[config.mk]
export PLATFORM = sky130hd
export DESIGN_NAME = divide_flat
export DESIGN_NICKNAME = d
export VERILOG_FILES = /design/src/rtl/divide_pkg.sv /design/src/rtl/divide_if.sv /design/src/rtl/divide_div_step.sv /design/src/rtl/divide.sv /design/src/flat_wrapper.sv
export SDC_FILE = /design/constraint.sdc
export NUM_CORES = 1
export LEC_CHECK = 0
export CORE_ASPECT_RATIO = 1.4
export CORE_MARGIN = 2
export CORE_UTILIZATION = 35
export CTS_BUF_LIST = sky130_fd_sc_hd__clkbuf_8
export DETAILED_ROUTE_END_ITERATION = 16
export HOLD_SLACK_MARGIN = 0.03
export PLACE_DENSITY = 0.67
export SETUP_SLACK_MARGIN = 0.5
export SLEW_MARGIN = 20
export SYNTH_ARGS = -nofsm -noshare
export SYNTH_HDL_FRONTEND = slang
export SYNTH_SLANG_ARGS = --single-unit
[constraint.sdc]
create_clock -name clock -period 2.6 [get_ports clock]
set_input_delay 0.52 -clock clock [delete_from_list [all_inputs] [get_ports clock]]
set_output_delay 0.52 -clock clock [all_outputs]
set_load 0.05 [all_outputs]
[src/rtl/divide_pkg.sv]
// rtl/divide_pkg.sv - shared arithmetic constants and FSM state type
package divide_pkg;

    localparam int DIVIDE_WIDTH = 4;

    typedef enum logic {
        IDLE = 1'b0,
        RUN  = 1'b1
    } state_t;

endpackage

[src/rtl/divide_if.sv]
// rtl/divide_if.sv - start/busy/done request and result bundle for divide
// master: drives start, dividend, divisor; observes busy, done, quotient, remainder, div_by_zero
// slave : the divider side of the same signals
interface divide_if #(
    parameter int WIDTH = divide_pkg::DIVIDE_WIDTH
);
    logic                 start;
    logic [2*WIDTH-1:0]   dividend;
    logic [WIDTH-1:0]     divisor;
    logic                 busy;
    logic                 done;
    logic [2*WIDTH-1:0]   quotient;
    logic [WIDTH-1:0]     remainder;
    logic                 div_by_zero;

    modport master (
        output start, dividend, divisor,
        input  busy, done, quotient, remainder, div_by_zero
    );

    modport slave (
        input  start, dividend, divisor,
        output busy, done, quotient, remainder, div_by_zero
    );
endinterface

[src/rtl/divide_div_step.sv]
// rtl/divide_div_step.sv - one combinational restoring-division step
// rem_acc  in  partial remainder (WIDTH+1 bits)
// q_msb    in  next dividend bit shifted into the remainder
// div_reg  in  captured divisor
// rem_next out partial remainder after compare/subtract
// q_bit    out quotient bit produced by this step
module div_step #(
    parameter int WIDTH = 4
) (
    input  logic [WIDTH:0]   rem_acc,
    input  logic             q_msb,
    input  logic [WIDTH-1:0] div_reg,
    output logic [WIDTH:0]   rem_next,
    output logic             q_bit
);
    logic [WIDTH:0] t;

    always_comb begin
        t = {rem_acc[WIDTH-1:0], q_msb};
        // A set rem_acc MSB means the shifted value is beyond t's range and
        // therefore certainly >= the divisor; the subtraction still wraps to
        // the correct residue in WIDTH+1 bits.
        q_bit    = rem_acc[WIDTH] | (t >= {1'b0, div_reg});
        rem_next = q_bit ? (t - {1'b0, div_reg}) : t;
    end
endmodule

[src/rtl/divide.sv]
// rtl/divide.sv - sequential restoring divider, one quotient bit per clock
// clock  in  rising-edge clock
// reset  in  synchronous active-high reset
// bus    slave side of divide_if: start/dividend/divisor in; busy/done/quotient/remainder/div_by_zero out
module divide
    import divide_pkg::*;
#(
    parameter int WIDTH = DIVIDE_WIDTH
) (
    input  logic     clock,
    input  logic     reset,
    divide_if.slave  bus
);
    localparam int QW = 2 * WIDTH;
    localparam int CW = $clog2(QW + 1);

    state_t           state, state_nxt;
    logic [WIDTH:0]   rem_acc;
    logic [QW-1:0]    q_acc;
    logic [WIDTH-1:0] div_reg;
    logic [CW-1:0]    count;

    logic             busy_r, done_r, dbz_r;
    logic [QW-1:0]    quotient_r;
    logic [WIDTH-1:0] remainder_r;

    logic [WIDTH:0]   rem_next;
    logic             q_bit;
    logic             accept, zero_req, last_step;

    div_step #(.WIDTH(WIDTH)) u_step (
        .rem_acc  (rem_acc),
        .q_msb    (q_acc[QW-1]),
        .div_reg  (div_reg),
        .rem_next (rem_next),
        .q_bit    (q_bit)
    );

    always_comb begin
        state_nxt = state;
        accept    = 1'b0;
        zero_req  = 1'b0;
        last_step = 1'b0;
        case (state)
            IDLE: begin
                if (bus.start) begin
                    // A zero divisor is answered directly from IDLE without iterating.
                    if (bus.divisor != '0) begin
                        accept    = 1'b1;
                        state_nxt = RUN;
                    end else begin
                        zero_req  = 1'b1;
                    end
                end
            end
            RUN: begin
                if (count == CW'(1)) begin
                    last_step = 1'b1;
                    state_nxt = IDLE;
                end
            end
            default: state_nxt = IDLE;
        endcase
    end

    always_ff @(posedge clock) begin
        if (reset) begin
            state       <= IDLE;
            rem_acc     <= '0;
            q_acc       <= '0;
            div_reg     <= '0;
            count       <= '0;
            busy_r      <= 1'b0;
            done_r      <= 1'b0;
            dbz_r       <= 1'b0;
            quotient_r  <= '0;
            remainder_r <= '0;
        end else begin
            state  <= state_nxt;
            done_r <= 1'b0;
            if (accept) begin
                rem_acc <= '0;
                q_acc   <= bus.dividend;
                div_reg <= bus.divisor;
                count   <= CW'(QW);
                busy_r  <= 1'b1;
            end
            if (zero_req) begin
                quotient_r  <= '1;
                remainder_r <= bus.dividend[WIDTH-1:0];
                dbz_r       <= 1'b1;
                done_r      <= 1'b1;
            end
            if (state == RUN) begin
                rem_acc <= rem_next;
                q_acc   <= {q_acc[QW-2:0], q_bit};
                count   <= count - 1'b1;
            end
            if (last_step) begin
                // Final remainder is below the divisor, so the low WIDTH bits hold it.
                quotient_r  <= {q_acc[QW-2:0], q_bit};
                remainder_r <= rem_next[WIDTH-1:0];
                dbz_r       <= 1'b0;
                done_r      <= 1'b1;
                busy_r      <= 1'b0;
            end
        end
    end

    assign bus.busy        = busy_r;
    assign bus.done        = done_r;
    assign bus.quotient    = quotient_r;
    assign bus.remainder   = remainder_r;
    assign bus.div_by_zero = dbz_r;
endmodule
[src/flat_wrapper.sv]
// flat-port wrapper written by rule: the top's interface ports become plain ports
module divide_flat import divide_pkg::*;
#(
    parameter int WIDTH = DIVIDE_WIDTH
)
  (clock, reset, bus_start, bus_dividend, bus_divisor, bus_busy, bus_done, bus_quotient, bus_remainder, bus_div_by_zero);
  divide_if #(.WIDTH(WIDTH)) bus_i ();
  input  logic clock;
  input  logic reset;
  input wire logic [$bits(bus_i.start)-1:0] bus_start;
  input wire logic [$bits(bus_i.dividend)-1:0] bus_dividend;
  input wire logic [$bits(bus_i.divisor)-1:0] bus_divisor;
  output wire logic [$bits(bus_i.busy)-1:0] bus_busy;
  output wire logic [$bits(bus_i.done)-1:0] bus_done;
  output wire logic [$bits(bus_i.quotient)-1:0] bus_quotient;
  output wire logic [$bits(bus_i.remainder)-1:0] bus_remainder;
  output wire logic [$bits(bus_i.div_by_zero)-1:0] bus_div_by_zero;
  assign bus_i.start = bus_start;
  assign bus_i.dividend = bus_dividend;
  assign bus_i.divisor = bus_divisor;
  assign bus_busy = bus_i.busy;
  assign bus_done = bus_i.done;
  assign bus_quotient = bus_i.quotient;
  assign bus_remainder = bus_i.remainder;
  assign bus_div_by_zero = bus_i.div_by_zero;
  divide #(.WIDTH(WIDTH)) u_core (.clock(clock), .reset(reset), .bus(bus_i));
endmodule
# After elaboration in Yosys (flattened, before gate mapping)
# Cells that the tools add are included.
[totals] ff_bits=37 in_bits=15 elab_cells=43 output_inout_bits=15
[classes] mux=23 reduce_logical=4 eq_ne=1 magnitude_cmp=1 bitwise=2 addsub=2
[ops] operator="$mux 8" n=4
[ops] operator="$mux 4" n=4
[ops] operator="$mux 5" n=3
[ops] operator="$mux 1" n=11
[ops] operator="$ge 5x4->1" n=1
[ops] operator="$sub 5x4->5" n=1
[ops] operator="$eq 4x1->1 const B" n=1
[ops] operator="$reduce_bool 2->1" n=2
[ops] operator="$reduce_bool 4->1" n=1
[ops] operator="$sub 4x1->4 const B" n=1
[ops] operator="$pmux 1 s2" n=1
[ops] operator="$reduce_or 2->1" n=1
[ops] operator="$not 1->1" n=1
[ops] operator="$or 1x1->1" n=1

# Longest topological paths before layout
# Gate-level depths: netlist of run 1.
[depth] word_depth=6 depth_mapped=8 ltp_nobuf=8

# Hierarchy
# Synthesis of run 1 repeated with hierarchy kept, for this count alone.
[unflattened] cells_unflattened=211 hier_area_um2=1863.0
[modules_own_cells] module="divide" cells_each=177 n_inst=1 seq_area_each_um2=740.7 area_per_inst_um2=1570.3
[modules_own_cells] module="div_step" cells_each=34 n_inst=1 seq_area_each_um2=0.0 area_per_inst_um2=292.8

# Worst setup path before layout of run 1
# No wires, ideal clock.
[synth_timing] path_kind="in2reg" start="in bus_divisor[0]" end="reg u_core.remainder_r[0] (netlist: u_core.bus.remainder[0])" arrival_time_ps=1841 cell_stages=6 path_buffers=1 required_ps=2461 setup_slack_ps=620 setup_time_ps=139 cell_sequence="or4_4 > buf_6 > nor3b_4 > nor2b_1 > a211oi_1 > a211oi_1"
[synth_via] elab_chain_len=5
[synth_lines] item="start: declaration" line="flat_wrapper.sv:12" source="input wire logic [$bits(bus_i.divisor)-1:0] bus_divisor;"
[synth_lines] item="$reduce_bool 4->1" line="divide.sv:48" source="if (bus.divisor != '0) begin"
[synth_lines] item="$mux 1" line="divide.sv:48"
[synth_lines] item="$mux 1" line="divide.sv:46" source="if (bus.start) begin"
[synth_lines] item="$mux 1" line="divide.sv:44" source="case (state)"
[synth_lines] item="$reduce_bool 2->1 (no line)"
[synth_lines] item="end signal: assignment" line="divide.sv:90" source="remainder_r <= bus.dividend[WIDTH-1:0];"
[synth_lines] item="end signal: assignment" line="divide.sv:102" source="remainder_r <= rem_next[WIDTH-1:0];"
[synth_lines] item="end: declaration" line="divide.sv:25" source="logic [WIDTH-1:0] remainder_r;"
# No other way between the ends.
# A chain may end at the register's enable or synchronous reset.

# Worst setup path in the final report of run 1
[layout_timing] start="reg u_core.q_acc[7]" end="reg u_core.rem_acc[4]"
[layout_via] elab_chain_len=4 elab_cells_between_ends=5 classes_between="add/sub (1); order compare (1); mux (2); bitwise (1)"
[layout_lines] item="start: declaration" line="divide.sv:19" source="logic [QW-1:0] q_acc;"
[layout_lines] item="start signal: assignment" line="divide.sv:83" source="q_acc <= bus.dividend;"
[layout_lines] item="start signal: assignment" line="divide.sv:96" source="q_acc <= {q_acc[QW-2:0], q_bit};"
[layout_lines] item="$ge 5x4->1" line="divide_div_step.sv:23" source="q_bit = rem_acc[WIDTH] | (t >= {1'b0, div_reg});"
[layout_lines] item="$or 1x1->1" line="divide_div_step.sv:23"
[layout_lines] item="$mux 5 (*)" line="divide_div_step.sv:24" source="rem_next = q_bit ? (t - {1'b0, div_reg}) : t;"
[layout_lines] item="$mux 5 (*)" line="divide.sv:94" source="if (state == RUN) begin"
[layout_lines] item="end signal: assignment" line="divide.sv:95" source="rem_acc <= rem_next;"
[layout_lines] item="end: declaration" line="divide.sv:18" source="logic [WIDTH:0] rem_acc;"
# Mark *: on every way between the ends. The rest lies on a longest branch, timed or not.

==> run_results.csv, run 1 <==
group,metric,value,unit
floorplanning,core,4800,um^2
placement,hpwlAfterDp,2.74,mm
yosys,yosys_register_bits,37,
floorplanning,dieArea,5500,um^2
clock_tree,insertion_delay,0.29,ns
yosys,avgSynthCellArea,9.40,um^2
sta,rsz0062_at_grt,"no",
route,drc,0,
sta,hold_violations,0,
clock_tree,clk_pin_slew_worst_paths,0.07,ns
route,first_pass_iters,4,
route,ant_nets,0,
worst_setup_path,crit_chain,"inv_1 > ha_1 > inv_1 > fa_2 > a21o_1 > a21o_1 > or3_1 > a211oi_1",
sta,fin_crit,2.00,ns
sta,clock_skew,0.00374,ns
cells_and_area,final_cell_area,2280,um^2
clock_tree,cts_hold_buf,0,
cells_and_area,final_nets,238,
clock_tree,clock_path_buffers,2,
floorplanning,io_pins,30,
route,drtIter0Drc,81,
sta,slew_viol_final,0,
route,wl_per_cell,13.8,um
global_routing,use_met3,3.23,%
cells_and_area,diodes,0,
worst_setup_path,crit_type,"reg2reg",
status,status,"complete, no violations",
worst_setup_path,cp_slowest_stage_delay,0.36,ns
sta,tns,0,ns
sta,finalCritPeriodShare,77.1,%
cells_and_area,drive_above_1_share,17.5,%
global_routing,grt-busiest-layer,"met2",
placement,gp_congestion,0.853,
route,vias_per_cell,5.14,
worst_hold_path,hp-class,"reg2reg",
yosys,syn_nets,205,
global_routing,track_usage,14.7,%
yosys,synth_area_leader_cell,"dfxtp_1",
placement,placed_cell_area,2080,um^2
worst_setup_path,crit_required,2.81,ns
cells_and_area,fillCellCount,496,
cells_and_area,area_delta_synth_final,32.7,%
global_routing,grt_overflow,0,
clock_tree,cts_sinks,37,
yosys,post_synth_inst_count,183,
global_routing,antenna_found_initial,0,
floorplanning,fp.dieH,87.0,um
pwr,irDropWorstVdd,0.286,mV
placement,port_buffers,29,
yosys,seq_area_frac_synth,43.1,%
sta,tightest_slew,0.513,ns
worst_setup_path,slowest_stage,"fa_2",
clock_tree,cts_root_buffer,"clkbuf_8",
worst_setup_path,crit_path_max_fanout,3,
yosys,synth.distinct_cells,38,
route,wirelength,3.86,mm
sta,slew_headroom,65.8,%
yosys,synth_area_leaders,"dfxtp_1 (43%), nor2_1 (5.0%), nor3_2 (4.7%)",
global_routing,grt_max_degree,39,
sta,max_clock_freq,0.499,GHz
global_routing,grt_util_met1,16.9,%
floorplanning,die_x,63.3,um
worst_setup_path,startpoint_type,"flop",
clock_tree,htreeDepth,2,
floorplanning,rows,30,
worst_setup_path,cp-end-kind,"flop",
yosys,syn_area,1720,um^2
worst_setup_path,path_buf_inv,2,
floorplanning,initial_core_util,35.8,%
global_routing,grtUsageMet2,26.4,%
worst_setup_path,critPathArrivalTime,2.21,ns
global_routing,grt_pass1_wl,6.41,mm
clock_tree,cts-buffers-inserted,5,
worst_setup_path,path_delay_family,"compound AO/OA/AOI/OAI gates",
yosys,synth-warning-count,0,
yosys,synth_top_area_share,43.1,%
pwr,powerDensity,640,nW/um^2
sta,setup_viol,0,
global_routing,grt_pass1_vias,1403,
clock_tree,cts_tree,"yes",
job,cap_violations,0,
route,via_count,1443,
pwr,p_leak,0.867,nW
-- repair_timing --
item                       CTS  global route
gates cloned                 0             1
gates resized for setup      1             9
pin swaps                    1             6
setup endpoints to repair   17            15
setup buffers                1             0
-- cell type report --
cell class	instances	area [um^2]	share of cell area, %
Multi-Input combinational cell	126	910	39.9
Sequential cell	37	741	32.5
Timing Repair Buffer	39	405	17.8
Clock buffer	6	82.6	3.62
Tap cell	64	80.1	3.51
Clock inverter	2	37.5	1.64
Inverter	7	26.3	1.15
-- tightest hold or removal path, delay by kind of cell (launching register included) --
family / cells / cell delay [ns]
compound gates: 1 / 0.05
simple gates: 1 / 0.05
flops: 1 / 0.31
-- cell usage after synthesis --
cell type   n
o21a_1      1
a21o_1      2
a22oi_1     5
nor3b_4     1
or4_4       1
nand3b_1    4
mux2i_1     3
a21boi_1    1
xor2_1      2
or4_1       1
and4bb_2    1
a222oi_1    7
mux2_2      1
nand3_1     1
dfxtp_1    37
o21ai_0     6
a211oi_2    1
nor4b_1     1
nand4bb_1   1
inv_1       7
nand2_1     6
nor2b_1     8
fa_1        1
buf_2       3
clkbuf_1    7
buf_1       1
nand2b_1    2
and2_1      1
nor3_2      8
buf_6       2
a41oi_1     1
or3_1       1
nor3_1     13
a21oi_1     5
a211oi_1   10
nor2_1     23
a21oi_2     1
ha_1        6
-- report_power, final --
part	switching [W]	internal, W
sequential	0.0000306	0.000603
clock	0.000213	0.000312
combinational	0.000165	0.000138
total	0.000408	0.00105
-- through the flow --
stage          worst slack, ns  hold WS [ns]  power, W  utilization [%]  instances
2_1_floorplan            0.620         0.436  0.000844                -        183
3_3_place_gp             0.147         0.446  0.000937             43.4        271
3_5_place_dp            0.0593         0.448  0.000942             43.4        271
4_1_cts                  0.494         0.459   0.00146             46.3        280
5_1_grt                  0.504         0.503   0.00154             47.5        281
6_report                 0.596         0.456   0.00146             47.5        281
-- worst paths after layout --
path	endpoint	cells after the start	start	slack [ns]
setup / recovery	u_core.rem_acc[4]	8	u_core.q_acc[7]	0.60
hold / removal	u_core.div_reg[1]	2	u_core.div_reg[1]	0.46
setup reg to reg	u_core.rem_acc[4]	8	u_core.q_acc[7]	0.60
hold reg to reg	u_core.div_reg[1]	2	u_core.div_reg[1]	0.46
-- per-layer routing --
metal,up-vias,wire length [um]
li1,726,-
met1,675,1660
met2,37,2000
met3,5,132
met4,0,66
met5,-,0
-- layout by cell type (no fill, tap or decap), types with 6 or more instances in the layout --
cell type	netlist	layout
ha_1	6	6
a211oi_1	10	6
a222oi_1	7	7
clkbuf_8	0	6
nor2_1	23	23
buf_4	0	8
inv_1	7	7
o21ai_0	6	6
dfxtp_1	37	37
clkdlybuf4s50_1	0	25
nor3_2	8	8
nand2_1	6	6
nor3_1	13	13
nor2b_1	8	8
-- kinds of logic (layout without fill, tap and decap cells) --
logic type,Yosys count,after routing,synth area share (%)
XOR/XNOR,2,2,1.02
buffers and inverters,20,54,5.45
AO/OA/AOI/OAI,40,40,17.3
flip-flops,37,37,43.1
multiplexers,4,4,2.40
adder cells (fa/ha/maj),7,7,5.53
AND/OR/NAND/NOR,73,73,25.2
Power figures use the tool's default switching activity.
==> run 2: changes to the inputs <==
--- a/config.mk
+++ b/config.mk
@@ -11,7 +11,7 @@
 export CTS_BUF_LIST = sky130_fd_sc_hd__clkbuf_8
 export DETAILED_ROUTE_END_ITERATION = 16
 export HOLD_SLACK_MARGIN = 0.03
-export PLACE_DENSITY = 0.67
+export PLACE_DENSITY = 0.69
 export SETUP_SLACK_MARGIN = 0.5
 export SLEW_MARGIN = 20
 export SYNTH_ARGS = -nofsm -noshare
==> constraint.sdc (replaced) <==
create_clock -name clock -period 1.8 [get_ports clock]
set_input_delay 0.36 -clock clock [delete_from_list [all_inputs] [get_ports clock]]
set_output_delay 0.36 -clock clock [all_outputs]
set_load 0.05 [all_outputs]
==> run_results.csv, run 2 (same netlist as run 1, synthesis figures left out) <==
group,metric,value,unit
route,first_pass_iters,6,
route,via_count,1634,
worst_hold_path,worstHoldEndpoint,"u_core.div_reg[3]",
floorplanning,io_pins,30,
worst_setup_path,rrSetupSlack,-0.08,ns
clock_tree,clock_path_buffers,2,
global_routing,track_usage,17.5,%
cells_and_area,diodes,0,
worst_hold_path,min_from,"bus_divisor[3]",
sta,rsz0062_at_grt,"yes",
floorplanning,rows,30,
cells_and_area,mostFrequentLayoutCells,"buf_4 (39), dfxtp_1 (28), nor2_1 (20), nor3_4 (11), clkdlybuf4s50_1 (9)",
global_routing,antenna_found_initial,0,
cells_and_area,final_cell_area,2800,um^2
floorplanning,die_x,63.3,um
sta,finalCritPeriodShare,104,%
cells_and_area,final_common_cell,"buf_4",
cells_and_area,final_nets,264,
route,wirelength,4.64,mm
worst_hold_path,holdPathStages,4,
sta,slew_headroom,66.7,%
pwr,clkPwrFrac,31.1,%
status,status,"finished with violations",
sta,fin_crit,1.88,ns
pwr,irDropWorstVdd,0.330,mV
worst_setup_path,cp-end-kind,"flop",
pwr,p_leak,1.13,nW
placement,hpwlAfterDp,2.88,mm
pwr,switching_power,0.000669,W
route,vias_per_cell,5.32,
status,violations,"setup timing",
clock_tree,cts_tree,"yes",
worst_setup_path,crit_type,"reg2reg",
clock_tree,cts_sinks,37,
floorplanning,initial_core_util,35.8,%
route,drc,0,
pwr,power_frac_seq,39.8,%
floorplanning,fp.dieH,87.0,um
pwr,powerDensity,839,nW/um^2
global_routing,grt_pass1_vias,1593,
worst_setup_path,slowest_stage,"fa_2",
worst_setup_path,critPathArrivalTime,2.09,ns
clock_tree,htreeDepth,2,
clock_tree,cts_hold_buf,0,
worst_setup_path,r2r-end,"u_core.rem_acc[4]",
sta,tns,-0.0844,ns
route,wl_per_cell,15.1,um
clock_tree,insertion_delay,0.29,ns
sta,setup_viol,2,
worst_setup_path,r2r-start,"u_core.q_acc[7]",
floorplanning,core,4800,um^2
sta,clock_skew,0.00578,ns
route,ant_nets,0,
clock_tree,clk_pin_slew_worst_paths,0.07,ns
global_routing,grt_max_degree,22,
worst_setup_path,crit_path_max_fanout,3,
global_routing,grt_pass1_wl,7.62,mm
placement,port_buffers,29,
pwr,swShare,28.5,%
placement,gp_congestion,0.798,
sta,max_clock_freq,0.532,GHz
cells_and_area,drive_above_1_share,56.4,%
floorplanning,dieArea,5500,um^2
worst_hold_path,hp-class,"in2reg",
pwr,p_int,0.00168,W
cells_and_area,area_delta_synth_final,62.6,%
sta,slew_viol_final,0,
clock_tree,cts_root_buffer,"clkbuf_8",
worst_setup_path,cp_slowest_stage_delay,0.34,ns
worst_setup_path,startpoint_type,"flop",
worst_setup_path,reg2reg_depth,8,
job,cap_violations,0,
clock_tree,cts-buffers-inserted,5,
pwr,comb_power_share,29.1,%
sta,hold_violations,0,
sta,tightest_slew,0.499,ns
global_routing,grt_overflow,0,
route,drtIter0Drc,73,
placement,placed_cell_area,2200,um^2
sta,layout_setup_ws,-0.0807,ns
worst_setup_path,crit_required,2.01,ns
worst_setup_path,crit_chain,"inv_2 > ha_4 > inv_2 > fa_2 > a21o_1 > a21o_1 > or3_4 > a211oi_2",
run 2: changes by cell type in the layout (fill, tap and decap cells not counted), moves of 5 or more:
cell,previous run,this run
ha_1,6,1
nor3_4,0,11
buf_4,8,39
o21ai_0,6,1
dfxtp_2,0,8
nor3_1,13,2
dfxtp_1,37,28
clkdlybuf4s50_1,25,9
buf_6,0,8
run 2: worst max-delay path by stage:
stage | start | to
after global routing | u_core.q_acc[7] | u_core.rem_acc[4]
after CTS | u_core.q_acc[7] | u_core.rem_acc[4]
after floorplan | bus_divisor[0] | u_core.bus.remainder[0]
after global placement | bus_divisor[0] | u_core.q_acc[7]
final | u_core.q_acc[7] | u_core.rem_acc[4]
after detailed placement | bus_divisor[0] | u_core.q_acc[1]
run 2: per-layer routing:
metal	GRT usage, %	wire, um
met1	20.2	1750
met2	31.9	2610
met4	6.72	122
met5	0	0
met3	3.23	155
run 2: through the flow:
| step | worst slack, ns | power [W] | std cells | hold WS, ns | util (%) |
|---|---|---|---|---|---|
| floorplan | 0.0364 | 0.00124 | 183 | 0.436 | - |
| global placement | -0.391 | 0.00139 | 284 | 0.462 | 45.8 |
| detailed placement | -0.440 | 0.00140 | 284 | 0.463 | 45.8 |
| CTS | -0.0598 | 0.00222 | 302 | 0.398 | 54.5 |
| global route | -0.144 | 0.00246 | 307 | 0.434 | 58.2 |
| finish | -0.0807 | 0.00235 | 307 | 0.397 | 58.2 |
run 2: power groups by stage:
stage	Clock, W	Combinational [W]	Sequential (W)
5_1_grt	0.000786	0.000733	0.000942
2_1_floorplan	0	0.000264	0.000974
3_3_place_gp	0	0.000463	0.000931
6_report	0.000729	0.000683	0.000934
4_1_cts	0.000740	0.000558	0.000927
3_5_place_dp	0	0.000471	0.000933
run 2: repair_timing:
action	CTS	global route
resized for setup	77	37
gates cloned	1	0
pin swaps	13	13
setup endpoints to repair	37	35
buffers inserted	9	5
run 2: area by class of cell:
| cell class | instances | area (um^2) |
|---|---|---|
| fill | 427 | 2010 |
| multi-input combinational | 127 | 1250 |
| sequential | 37 | 754 |
| timing repair buffer | 64 | 567 |
| clock buffer | 6 | 82.6 |
| tap | 64 | 80.1 |
| clock inverter | 2 | 33.8 |
| inverter | 7 | 28.8 |
run 2: worst max-delay path: cells and delay by family (launching register included):
family | cells | cell delay [ns]
compound gates | 3 | 0.55
fa+ha+maj | 2 | 0.49
buf+inv | 2 | 0.13
flops | 1 | 0.33
simple gates | 1 | 0.32
==> run 3: changes to the inputs <==
--- a/config.mk
+++ b/config.mk
@@ -6,7 +6,6 @@
 export NUM_CORES = 1
 export LEC_CHECK = 0
 export CORE_ASPECT_RATIO = 1.4
-export CORE_MARGIN = 2
 export CORE_UTILIZATION = 35
 export CTS_BUF_LIST = sky130_fd_sc_hd__clkbuf_8
 export DETAILED_ROUTE_END_ITERATION = 16
==> run_results.csv, run 3 (same netlist as run 1, synthesis figures left out) <==
group,metric,value,unit
global_routing,use_met3,3.35,%
sta,hold_violations,0,
global_routing,grt_pass1_wl,7.31,mm
pwr,p_leak,1.07,nW
clock_tree,clock_path_buffers,2,
pwr,p_total,0.00214,W
route,drtIter0Drc,67,
clock_tree,htreeDepth,2,
clock_tree,insertion_delay,0.28,ns
clock_tree,cts-buffers-inserted,5,
clock_tree,cts_root_buffer,"clkbuf_8",
sta,finalCritPeriodShare,104,%
cells_and_area,mostFrequentLayoutCells,"buf_4 (34), dfxtp_1 (29), nor2_1 (21), nor3_2 (11), buf_6 (10)",
global_routing,antenna_found_initial,0,
pwr,irDropWorstVdd,0.293,mV
clock_tree,clk_pin_slew_worst_paths,0.07,ns
sta,setup_viol,1,
route,ant_nets,0,
route,via_count,1613,
worst_hold_path,hp-class,"in2reg",
floorplanning,io_pins,30,
route,first_pass_iters,4,
placement,gp_congestion,0.898,
pwr,switching_power,0.000673,W
job,cap_violations,0,
global_routing,grtUsageMet2,32.6,%
cells_and_area,area_delta_synth_final,56.7,%
sta,clock_skew,0.00541,ns
worst_setup_path,crit_path_max_fanout,3,
clock_tree,cts_tree,"yes",
global_routing,grt-busiest-layer,"met2",
cells_and_area,fillCellCount,396,
global_routing,grt_overflow,0,
cells_and_area,fin_util,58.5,%
pwr,clkPwrFrac,26.0,%
pwr,p_int,0.00147,W
cells_and_area,final_nets,260,
cells_and_area,final_common_cell,"buf_4",
worst_setup_path,reg2reg_depth,8,
sta,slew_headroom,66.8,%
worst_setup_path,cp-end-kind,"flop",
cells_and_area,diodes,0,
status,status,"finished with violations",
status,violations,"setup timing",
placement,hpwlAfterDp,2.78,mm
floorplanning,fp.dieH,85.0,um
worst_setup_path,slowest_stage,"dfxtp_2",
sta,max_clock_freq,0.533,GHz
worst_setup_path,startpoint_type,"flop",
global_routing,grt_util_met1,21.3,%
sta,rsz0062_at_grt,"yes",
global_routing,track_usage,18.7,%
sta,layout_setup_ws,-0.0761,ns
floorplanning,die_x,61.3,um
worst_setup_path,crit_chain,"inv_2 > ha_4 > inv_2 > fa_2 > a21o_1 > a21o_1 > or3_1 > a211oi_2",
worst_hold_path,holdPathStages,4,
clock_tree,cts_sinks,37,
global_routing,grt_max_degree,22,
worst_setup_path,cp_slowest_stage_delay,0.33,ns
pwr,power_frac_seq,43.5,%
worst_setup_path,crit_type,"reg2reg",
worst_setup_path,critPathArrivalTime,2.09,ns
pwr,comb_power_share,30.5,%
floorplanning,rows,29,
route,wirelength,4.67,mm
sta,tightest_slew,0.498,ns
worst_setup_path,crit_required,2.01,ns
global_routing,grt_pass1_vias,1551,
cells_and_area,drive_above_1_share,51.9,%
floorplanning,core,4610,um^2
floorplanning,initial_core_util,37.3,%
route,drc,0,
route,vias_per_cell,5.36,
floorplanning,dieArea,5200,um^2
sta,slew_viol_final,0,
sta,fin_crit,1.88,ns
placement,port_buffers,29,
route,wl_per_cell,15.5,um
pwr,swShare,31.5,%
pwr,powerDensity,794,nW/um^2
[run 3: cell count changes in the layout (fill, tap and decap cells not counted), sizes merged]
cell / previous run / this run
buf: 53 / 49
bufinv: 1 / 0
clkbuf: 7 / 6
clkinv: 0 / 2
[run 3: cell type report]
type	count	area (um^2)	share of cell area [%]
inverters	7	28.8	1.07
repair buffers	60	554	20.6
clock buffers	5	68.8	2.55
well taps	62	77.6	2.88
flip-flops and latches	37	753	27.9
multi-input cells	127	1200	44.5
clock inverters	3	13.8	0.511
[run 3: worst paths after layout]
path	to	slack (ns)	from
worst min register to register	u_core.bus.div_by_zero	0.51	u_core.bus.div_by_zero
worst max register to register	u_core.rem_acc[4]	-0.08	u_core.q_acc[7]
worst min-delay path	u_core.div_reg[3]	0.42	bus_divisor[3]
worst max-delay path	u_core.rem_acc[4]	-0.08	u_core.q_acc[7]
[run 3: timing repair]
action                                  CTS  global route
pin swaps                                18            10
gates cloned                              2             0
buffers inserted                          7             3
endpoints found under the setup margin   37            34
hold buffers                              0             0
resized for setup                        79            20
[run 3: per-stage QoR]
step | worst slack [ns] | hold WS [ns] | area, um^2 | setup TNS, ns | cells
after floorplan | 0.0364 | 0.436 | 1770 | 0 | 183
after global placement | -0.382 | 0.445 | 2190 | -9.21 | 281
after detailed placement | -0.443 | 0.455 | 2190 | -10.26 | 281
after CTS | -0.0500 | 0.404 | 2580 | -0.0500 | 298
after global routing | -0.154 | 0.440 | 2700 | -0.180 | 301
final | -0.0761 | 0.420 | 2700 | -0.0761 | 301
[run 3: power by group through the flow]
stage	logic (W)	clock network [W]	registers, W
4_1_cts	0.000569	0.000575	0.000926
5_1_grt	0.000699	0.000611	0.000938
3_5_place_dp	0.000466	0	0.000933
6_report	0.000652	0.000557	0.000932
3_3_place_gp	0.000459	0	0.000932
2_1_floorplan	0.000264	0	0.000974
[run 3: routing by layer]
layer	part of all wire [%]	wire, um
met5	0	0
met4	3.1	146
met2	55	2570
met3	4.0	186
met1	38	1770
[run 3: critical path, delay by kind of cell, from the launching register on]
family	cells	cell delay [ns]
AO/OA/AOI/OAI	3	0.54
adder cells (fa/ha/maj)	2	0.48
flip-flops	1	0.33
AND/OR/NAND/NOR	1	0.33
buffers and inverters	2	0.13
